<file path="config.mk">
export PLATFORM = sky130hd
export DESIGN_NAME = xor_or_sched
export DESIGN_NICKNAME = d
export VERILOG_FILES = /design/src/rtl/xor_or_sched.sv
export SDC_FILE = /design/constraint.sdc
export NUM_CORES = 1
export LEC_CHECK = 0
export BUFFER_PORTS_ARGS = -buffer_cell sky130_fd_sc_hd__buf_2
export CAP_MARGIN = 25
export CORE_ASPECT_RATIO = 1.75
export CORE_MARGIN = 4
export CORE_UTILIZATION = 44
export DETAILED_ROUTE_END_ITERATION = 7
export PLACE_DENSITY = 0.77
export SLEW_MARGIN = 20
export SYNTH_ARGS = -nofsm -noshare
export SYNTH_HDL_FRONTEND = slang
export SYNTH_SLANG_ARGS = --single-unit
</file>
<file path="constraint.sdc">
create_clock -name clk -period 1.8 [get_ports clk]
set_input_delay 0.27 -clock clk [delete_from_list [all_inputs] [get_ports clk]]
set_output_delay 0.27 -clock clk [all_outputs]
set_load 0.02 [all_outputs]
</file>
<file path="src/rtl/xor_or_sched.sv">
// xor_or_sched: round-robin arbiter sharing one registered (a ^ b) | c unit among N requesters,
// stepping the unit through load, XOR and OR with a tagged valid/ready result.
module xor_or_sched #(
  parameter int W  = 8,
  parameter int N  = 4,
  localparam int IW = $clog2(N)
) (
  input  logic          clk,
  input  logic          rst_n,
  input  logic [N-1:0]   req,
  input  logic [N*W-1:0] a_in,
  input  logic [N*W-1:0] b_in,
  input  logic [N*W-1:0] c_in,
  output logic [N-1:0]   grant,
  output logic           busy,
  output logic           res_valid,
  output logic [W-1:0]   res_data,
  output logic [IW-1:0]  res_id,
  input  logic           res_ready
);
  typedef enum logic [1:0] {S_IDLE, S_XOR, S_OR, S_DONE} state_t;
  state_t        state_q, state_d;
  logic [W-1:0]  acc_q, acc_d, b_q, b_d, c_q, c_d, data_q, data_d;
  logic [N-1:0]  grant_q, grant_d;
  logic [IW-1:0] id_q, id_d, ptr_q, ptr_d, win;
  logic          valid_q, valid_d;
  always_comb begin
    win = ptr_q;
    // walk from the farthest slot back so the nearest requester after ptr wins
    for (int k = N; k >= 1; k--) begin
      if (req[(int'(ptr_q) + k) % N]) win = IW'((int'(ptr_q) + k) % N);
    end
  end
  always_comb begin
    state_d = state_q;
    acc_d   = acc_q;
    b_d     = b_q;
    c_d     = c_q;
    data_d  = data_q;
    id_d    = id_q;
    ptr_d   = ptr_q;
    valid_d = valid_q;
    grant_d = '0;
    case (state_q)
      S_IDLE: if (|req) begin
        acc_d   = a_in[int'(win)*W +: W];
        b_d     = b_in[int'(win)*W +: W];
        c_d     = c_in[int'(win)*W +: W];
        id_d    = win;
        grant_d = N'(1) << win;
        state_d = S_XOR;
      end
      S_XOR: begin
        acc_d   = acc_q ^ b_q;
        state_d = S_OR;
      end
      S_OR: begin
        data_d  = acc_q | c_q;
        valid_d = 1'b1;
        state_d = S_DONE;
      end
      default: if (valid_q && res_ready) begin
        valid_d = 1'b0;
        ptr_d   = id_q;
        state_d = S_IDLE;
      end
    endcase
  end
  always_ff @(posedge clk or negedge rst_n) begin
    if (!rst_n) begin
      state_q <= S_IDLE;
      acc_q   <= '0;
      b_q     <= '0;
      c_q     <= '0;
      data_q  <= '0;
      id_q    <= '0;
      ptr_q   <= IW'(N - 1);
      valid_q <= 1'b0;
      grant_q <= '0;
    end else begin
      state_q <= state_d;
      acc_q   <= acc_d;
      b_q     <= b_d;
      c_q     <= c_d;
      data_q  <= data_d;
      id_q    <= id_d;
      ptr_q   <= ptr_d;
      valid_q <= valid_d;
      grant_q <= grant_d;
    end
  end
  assign grant     = grant_q;
  assign busy      = state_q != S_IDLE;
  assign res_valid = valid_q;
  assign res_data  = data_q;
  assign res_id    = id_q;
endmodule

</file>
==> flow_metrics.py, run 1 <==
metrics = {
    "run_status": {
        "outcome": "finished, violations left",
        "violations": "setup timing",
    },
    "timing": {
        "min_period_over_period_pct": 106.8,
        "period_minus_slack_ns": 1.923,
        "maxSlewHeadroom_pct": 61.78,
        "max_freq_mhz": 520.0,
        "setup_viol": 23,
        "rsz0062_at_grt": "true",
        "worst_pin_slew_ns": 0.5732,
        "slew_viol_final": 0,
        "clock_skew_ns": 0.004703,
        "setup_ws_ns": -0.1230,
        "finalHoldViolations": 0,
    },
    "drt": {
        "drt_iter0_drc": 219,
        "drc": 0,
        "ant_nets": 0,
        "wl_um": 11240,
        "via_per_inst": 6.113,
        "wire_per_inst_um": 20.52,
        "drt-pass1-iter-count": 4,
        "routed-via-count": 3350,
    },
    "floorplanning": {
        "die_area_sq_um": 7814,
        "pin_count": 119,
        "die_x_um": 68.56,
        "start_util_pct": 45.34,
        "core_sq_um": 6228,
        "fp.dieH_um": 114.0,
        "rows": 38,
    },
    "pwr": {
        "sequentialPowerShare_pct": 22.6,
        "p_int_mw": 4.465,
        "p_sw_share_pct": 43.88,
        "vdd_drop_max_v": 0.0009511,
        "clockPowerShare_pct": 10.4,
        "switching_power_mw": 3.491,
        "power_frac_comb_pct": 67.0,
        "p_total_mw": 7.956,
        "power_density_nw_per_um2": 1756,
        "leakagePower_nw": 2.007,
    },
    "worst_setup_path": {
        "endpoint_kind": "flop",
        "required_ns": 1.99,
        "crit_arrival_ns": 2.11,
        "cp_max_fo": 8,
        "setup.worst_path.class": "reg -> reg",
        "cp-start-kind": "flop",
    },
    "synth": {
        "yosys_warnings": 0,
        "ys_ff_latch": 43,
        "syn_inst": 310,
        "async_flop_share_pct": 100.0,
        "synth_area_sq_um": 2824,
        "synth_top_flop_cell": "dfrtp_1",
        "synth_edf_count": 0,
        "avgSynthCellArea_sq_um": 9.110,
        "syn_nets": 417,
        "synth.distinct_cells": 37,
        "seq_area_frac_synth_pct": 38.19,
    },
    "place": {
        "portBuffers": 118,
        "place_congestion": 0.8976,
        "dp_slack_ns": -0.1386,
        "dpl_cell_area_sq_um": 3815,
        "hpwlAfterDp_um": 7289,
    },
    "clocking": {
        "clockBufferDepth": 2,
        "cts_sinks": 43,
        "cts-htree-levels": 2,
        "clock-root-buffer": "clkbuf_8",
        "path_clk_slew_ns": 0.09,
        "cts_tree": "yes",
        "cts_made_buffers": 5,
        "hold_buffers": 0,
        "insertion_delay_ns": 0.31,
    },
    "global_route": {
        "grt_pass1_wl_um": 16380,
        "grt_max_degree": 44,
        "gr-total-overflow": 0,
        "antenna_found_initial": 0,
        "track_usage_pct": 28.13,
        "grt_pass1_vias": 3454,
    },
    "hold_path": {
        "hp-class": "in -> async",
    },
    "finish": {
        "drive_above_1_share_pct": 52.56,
        "syn_to_final_growth_pct": 60.48,
        "diodes": 0,
        "final_cell_area_sq_um": 4532,
        "nets": 574,
    },
    "run": {
        "cap_violations": 0,
    },
}
kinds of logic after synthesis:
logic type	synth area share, %
flip-flops	38.19
multiplexers	6.867
adder cells (fa/ha/maj)	1.772
AO/OA/AOI/OAI	31.59
AND/OR/NAND/NOR	16.97
buffers and inverters	4.607
synthesized netlist by cell type (9+ instances only):
| library cell | number | share of area (%) |
|---|---|---|
| a21oi_1 | 25 | 4.4 |
| clkbuf_1 | 17 | 2.3 |
| mux2i_1 | 16 | 5.7 |
| o31a_1 | 16 | 5.0 |
| nor2_1 | 41 | 5.4 |
| nor2b_1 | 11 | 2.4 |
| o31ai_1 | 15 | 4.0 |
| dfrtp_1 | 41 | 36 |
| o21a_1 | 9 | 2.4 |
| nand4_1 | 14 | 3.1 |
| a211oi_1 | 30 | 8.0 |
per-stage QoR:
| stage | cells | setup TNS (ns) | hold slack (ns) | util, % |
|---|---|---|---|---|
| global placement | 523 | -0.8090 | 0.3712 | 61.25 |
| detailed placement | 523 | -1.471 | 0.3846 | 61.25 |
| CTS | 545 | -0.6394 | 0.05350 | 69.45 |
| global route | 548 | -3.134 | 0.08137 | 72.76 |
| floorplan | 310 | 0 | -0.02559 | - |
| finish | 548 | -1.775 | 0.03396 | 72.76 |
path summary, 6_finish.rpt:
| kind | to | start | slack, ns | cells past startpoint |
|---|---|---|---|---|
| min in group clk | b_q[2]$_DFFE_PN0P_ | b_in[10] | 0.30 | 3 |
| worst min-delay path | res_data[0]$_DFFE_PN0P_ | rst_n | 0.03 | 2 |
| worst max register to register | c_q[2]$_DFFE_PN0P_ | ptr_q[0]$_DFFE_PN1P_ | -0.12 | 7 |
| max in group asynchronous | c_q[5]$_DFFE_PN0P_ | rst_n | 1.37 | 2 |
| worst max-delay path | c_q[2]$_DFFE_PN0P_ | ptr_q[0]$_DFFE_PN1P_ | -0.12 | 7 |
| worst min register to register | res_id[1]$_DFFE_PN0P_ | res_id[1]$_DFFE_PN0P_ | 0.54 | 2 |
critical path, cell delays in order (launching register included):
cell and delay, ns:
dfstp_2 0.56, nor2b_2 0.06, o21a_4 0.25, nor3_4 0.25, buf_6 0.16, clkbuf_16 0.18, mux2i_1 0.22, a211oi_1 0.11
per-layer routing:
| layer | vias up | track usage, % | part of all wire [%] | routed length [um] |
|---|---|---|---|---|
| li1 | 1500 | - | - | - |
| met1 | 1615 | 30.92 | 34 | 3800 |
| met2 | 188 | 48.44 | 54 | 6056 |
| met3 | 47 | 3.547 | 7.0 | 789 |
| met4 | 0 | 18.19 | 5.3 | 597 |
| met5 | - | 0 | 0 | 0 |
placed cells by master (no fill, tap or decap), types with 5 or more instances in the layout:
master      n
a211oi_2   18
o21ai_1     5
clkbuf_8    6
mux2i_1     9
buf_6       5
a211oi_1   14
o31ai_2     5
a2111o_1    7
nor2b_1    10
nand2_1     7
dfrtp_1    41
nor2_1     41
o31ai_4     5
o21a_1      8
nand4_1    14
a21oi_1    18
nand3_1     7
buf_4      37
buf_12      9
buf_2     118
o31a_1     16
o31ai_1     5
a21oi_2     7
nor3b_1     6
final cells by class:
type	instances	area, sq um
fillers	451	1697
inverters	3	11.26
multi-input cells	239	1948
clock buffers	6	82.58
well taps	80	100.1
repair buffers	175	1272
flip-flops and latches	43	1079
clock inverters	2	38.79
flip-flops by register name, summed over array words and instances (netlist names):
signal / flops
grant: 4
ptr_q: 2
acc_q: 8
c_q: 8
res_id: 2
state_q: 2
b_q: 8
res_data: 8
res_valid: 1
power by group through the flow:
stage | sequential, mW | combinational (mW) | clock, mW
6_report | 1.80 | 5.33 | 0.827
5_1_grt | 1.85 | 5.67 | 0.858
4_1_cts | 1.77 | 4.79 | 0.823
3_5_place_dp | 1.80 | 3.95 | 0
3_3_place_gp | 1.77 | 3.83 | 0
2_1_floorplan | 1.82 | 2.39 | 0
timing repair:
action | CTS | global route
hold endpoints to repair | 0 | 0
cloned | 6 | 1
gates resized for setup | 41 | 30
setup buffers | 8 | 2
pin swaps | 10 | 18
setup endpoints to repair | 24 | 24
Note: power is estimated with default switching activity, not from simulation.
==> run 2, diff against run 1 <==
ABC_AREA = 1   (was default)
==> flow_metrics.py, run 2 <==
metrics = {
    "clocking": {
        "cts_made_buffers": 5,
        "cts-htree-levels": 2,
        "path_clk_slew_ns": 0.06,
        "clockBufferDepth": 2,
        "insertion_delay_ns": 0.28,
        "clock-root-buffer": "clkbuf_16",
        "cts_tree": "yes",
        "cts_sinks": 43,
    },
    "drt": {
        "wl_um": 11340,
        "drt-pass1-iter-count": 5,
        "routed-via-count": 3708,
        "ant_nets": 0,
        "via_per_inst": 5.518,
        "wire_per_inst_um": 16.88,
        "drt_iter0_drc": 228,
        "drc": 0,
    },
    "worst_setup_path": {
        "rr_startpoint": "ptr_q[0]$_DFFE_PN1P_",
        "required_ns": 2.00,
        "crit_start": "ptr_q[0]$_DFFE_PN1P_",
        "reg2reg_slack_ns": -0.36,
        "reg2reg_depth": 14,
        "cp_max_fo": 8,
        "cp-endpoint": "acc_q[0]$_DFFE_PN0P_",
        "setup.worst_path.class": "reg -> reg",
        "cp-start-kind": "flop",
        "endpoint_kind": "flop",
        "r2r_end": "acc_q[0]$_DFFE_PN0P_",
        "crit_arrival_ns": 2.35,
    },
    "timing": {
        "finalHoldViolations": 0,
        "maxSlewHeadroom_pct": 73.14,
        "clock_skew_ns": 0.004370,
        "rsz0062_at_grt": "true",
        "max_freq_mhz": 463.9,
        "worst_hold_slack_ns": 0.3225,
        "worst_pin_slew_ns": 0.4029,
        "setup_ws_ns": -0.3556,
        "slew_viol_final": 0,
        "min_period_over_period_pct": 119.8,
        "period_minus_slack_ns": 2.156,
        "setup_viol": 29,
    },
    "global_route": {
        "grt_pass1_vias": 3554,
        "grt_pass1_wl_um": 16170,
        "grt_max_degree": 44,
        "gr-total-overflow": 0,
        "track_usage_pct": 24.57,
        "antenna_found_initial": 0,
    },
    "place": {
        "place_congestion": 0.8768,
        "dp_slack_ns": -0.2580,
        "portBuffers": 118,
        "hpwlAfterDp_um": 6335,
        "dpl_cell_area_sq_um": 3642,
    },
    "floorplanning": {
        "start_util_pct": 45.27,
        "die_area_sq_um": 8156,
        "core_sq_um": 6539,
        "rows": 39,
        "fp.dieH_um": 116.5,
        "pin_count": 119,
        "die_x_um": 70.01,
    },
    "run": {
        "cap_violations": 0,
    },
    "synth": {
        "synth_area_sq_um": 2960,
        "synth.distinct_cells": 25,
        "avgSynthCellArea_sq_um": 6.682,
        "netlist_top_cells_area": "dfrtp_1 (35%), nand2_1 (21%), nand3_1 (9.0%)",
        "synth_commonest_cells": "nand2_1 (168), nand3_1 (53), dfrtp_1 (41), inv_1 (41), o21ai_0 (21)",
        "synth_top_flop_cell": "dfrtp_1",
        "syn_nets": 550,
        "synth_top_cell_by_area": "dfrtp_1",
        "synth_edf_count": 0,
        "yosys_warnings": 0,
        "syn_inst": 443,
        "yosys.cell_count.top_type": "nand2_1",
        "async_flop_share_pct": 100.0,
        "synth_top_cell_area_share_pct": 34.66,
        "ys_ff_latch": 43,
        "seq_area_frac_synth_pct": 36.43,
    },
    "pwr": {
        "leakagePower_nw": 2.562,
        "power_density_nw_per_um2": 542.2,
        "vdd_drop_max_v": 0.0004313,
    },
    "finish": {
        "final_common_cell": "nand2_1",
        "nets": 696,
        "syn_to_final_growth_pct": 53.21,
        "drive_above_1_share_pct": 42.20,
        "diodes": 0,
        "final_cell_area_sq_um": 4536,
        "fin_util_pct": 69.36,
        "layout_common_cells": "nand2_1 (144), buf_2 (118), dfrtp_1 (41), inv_1 (40), nand2_2 (26)",
    },
    "run_status": {
        "violations": "setup timing",
        "outcome": "finished, violations left",
    },
    "hold_path": {
        "hp-class": "in -> reg",
    },
}
==> run 2: cell types whose count changed after synthesis, sizes merged, moves of 13 or more <==
cell and delta:
a211oi -32, nor2 -21, o211ai +16, nand2 +168, mux2i -16, o31ai -15, nand3 +47, o31a -16
nand4 -14, clkbuf -13, o21ai +30, inv +44
==> run 2: worst min path at each step <==
stage	slack, ns	from	endpoint	cells after the start
after detailed placement	0.26	rst_n	res_data[2]$_DFFE_PN0P_	2
after floorplan	-0.03	rst_n	acc_q[0]$_DFFE_PN0P_	0
after global placement	0.26	rst_n	res_data[2]$_DFFE_PN0P_	2
after CTS	0.32	b_in[8]	b_q[0]$_DFFE_PN0P_	5
after global routing	0.34	c_in[9]	c_q[1]$_DFFE_PN0P_	5
final	0.32	b_in[8]	b_q[0]$_DFFE_PN0P_	5
==> run 2: worst max-delay path, cell delays in order, from the launching register on <==
cell	delay, ns
dfstp_2	0.64
buf_6	0.13
nand2_1	0.06
nand2_2	0.10
nand2_2	0.05
nand2_2	0.07
nand2_4	0.07
nand2_4	0.11
nand2_8	0.09
clkbuf_16	0.19
nand2_8	0.10
nand2_1	0.07
nand3_2	0.07
nand3_2	0.10
a21oi_2	0.20
==> run 2: cell type report <==
class / count / area (sq um)
repair buffers: 147 / 965.9
inverters: 49 / 202.7
multi-input cells: 343 / 2026
fillers: 524 / 2003
clock buffers: 7 / 152.6
well taps: 82 / 102.6
flip-flops and latches: 43 / 1079
clock inverters: 1 / 7.507
==> run 2: cell families after synthesis <==
kind of cell               synth area share [%]
adders and majority gates                 1.691
buffers and inverters                     11.07
DFF                                       36.43
AOI/OAI and AO/OA                         14.16
and+or+nand+nor                           36.64
==> run 2: where the power goes <==
| group | internal (mW) | switching (mW) |
|---|---|---|
| Clock | 0.589 | 0.351 |
| Sequential | 0.967 | 0 |
| Combinational | 0.239 | 0.313 |
| Total | 1.80 | 0.664 |
==> run 2: repair_timing <==
| action | in CTS | in global routing |
|---|---|---|
| cloned | 10 | 4 |
| pin swaps | 12 | 36 |
| endpoints found under the hold margin | 41 | 0 |
| endpoints found under the setup margin | 29 | 30 |
| hold buffers | 1 | 0 |
| setup buffers | 6 | 3 |
| resized for setup | 26 | 70 |
==> run 2: per-layer routing <==
layer / GRT usage, % / vias up / wire length, um
met3: 3.445 / 54 / 829
met5: 0 / - / 0
li1: - / 1735 / -
met4: 13.43 / 0 / 739
met2: 46.68 / 211 / 5962
met1: 25.79 / 1708 / 3810
==> run 2: metrics by stage <==
stage / power [mW] / setup TNS, ns / std cells
2_1_floorplan: 1.213 / 0 / 443
3_3_place_gp: 1.362 / -3.393 / 640
3_5_place_dp: 1.369 / -5.915 / 640
4_1_cts: 2.379 / -4.366 / 665
5_1_grt: 2.567 / -10.47 / 672
6_report: 2.459 / -7.410 / 672
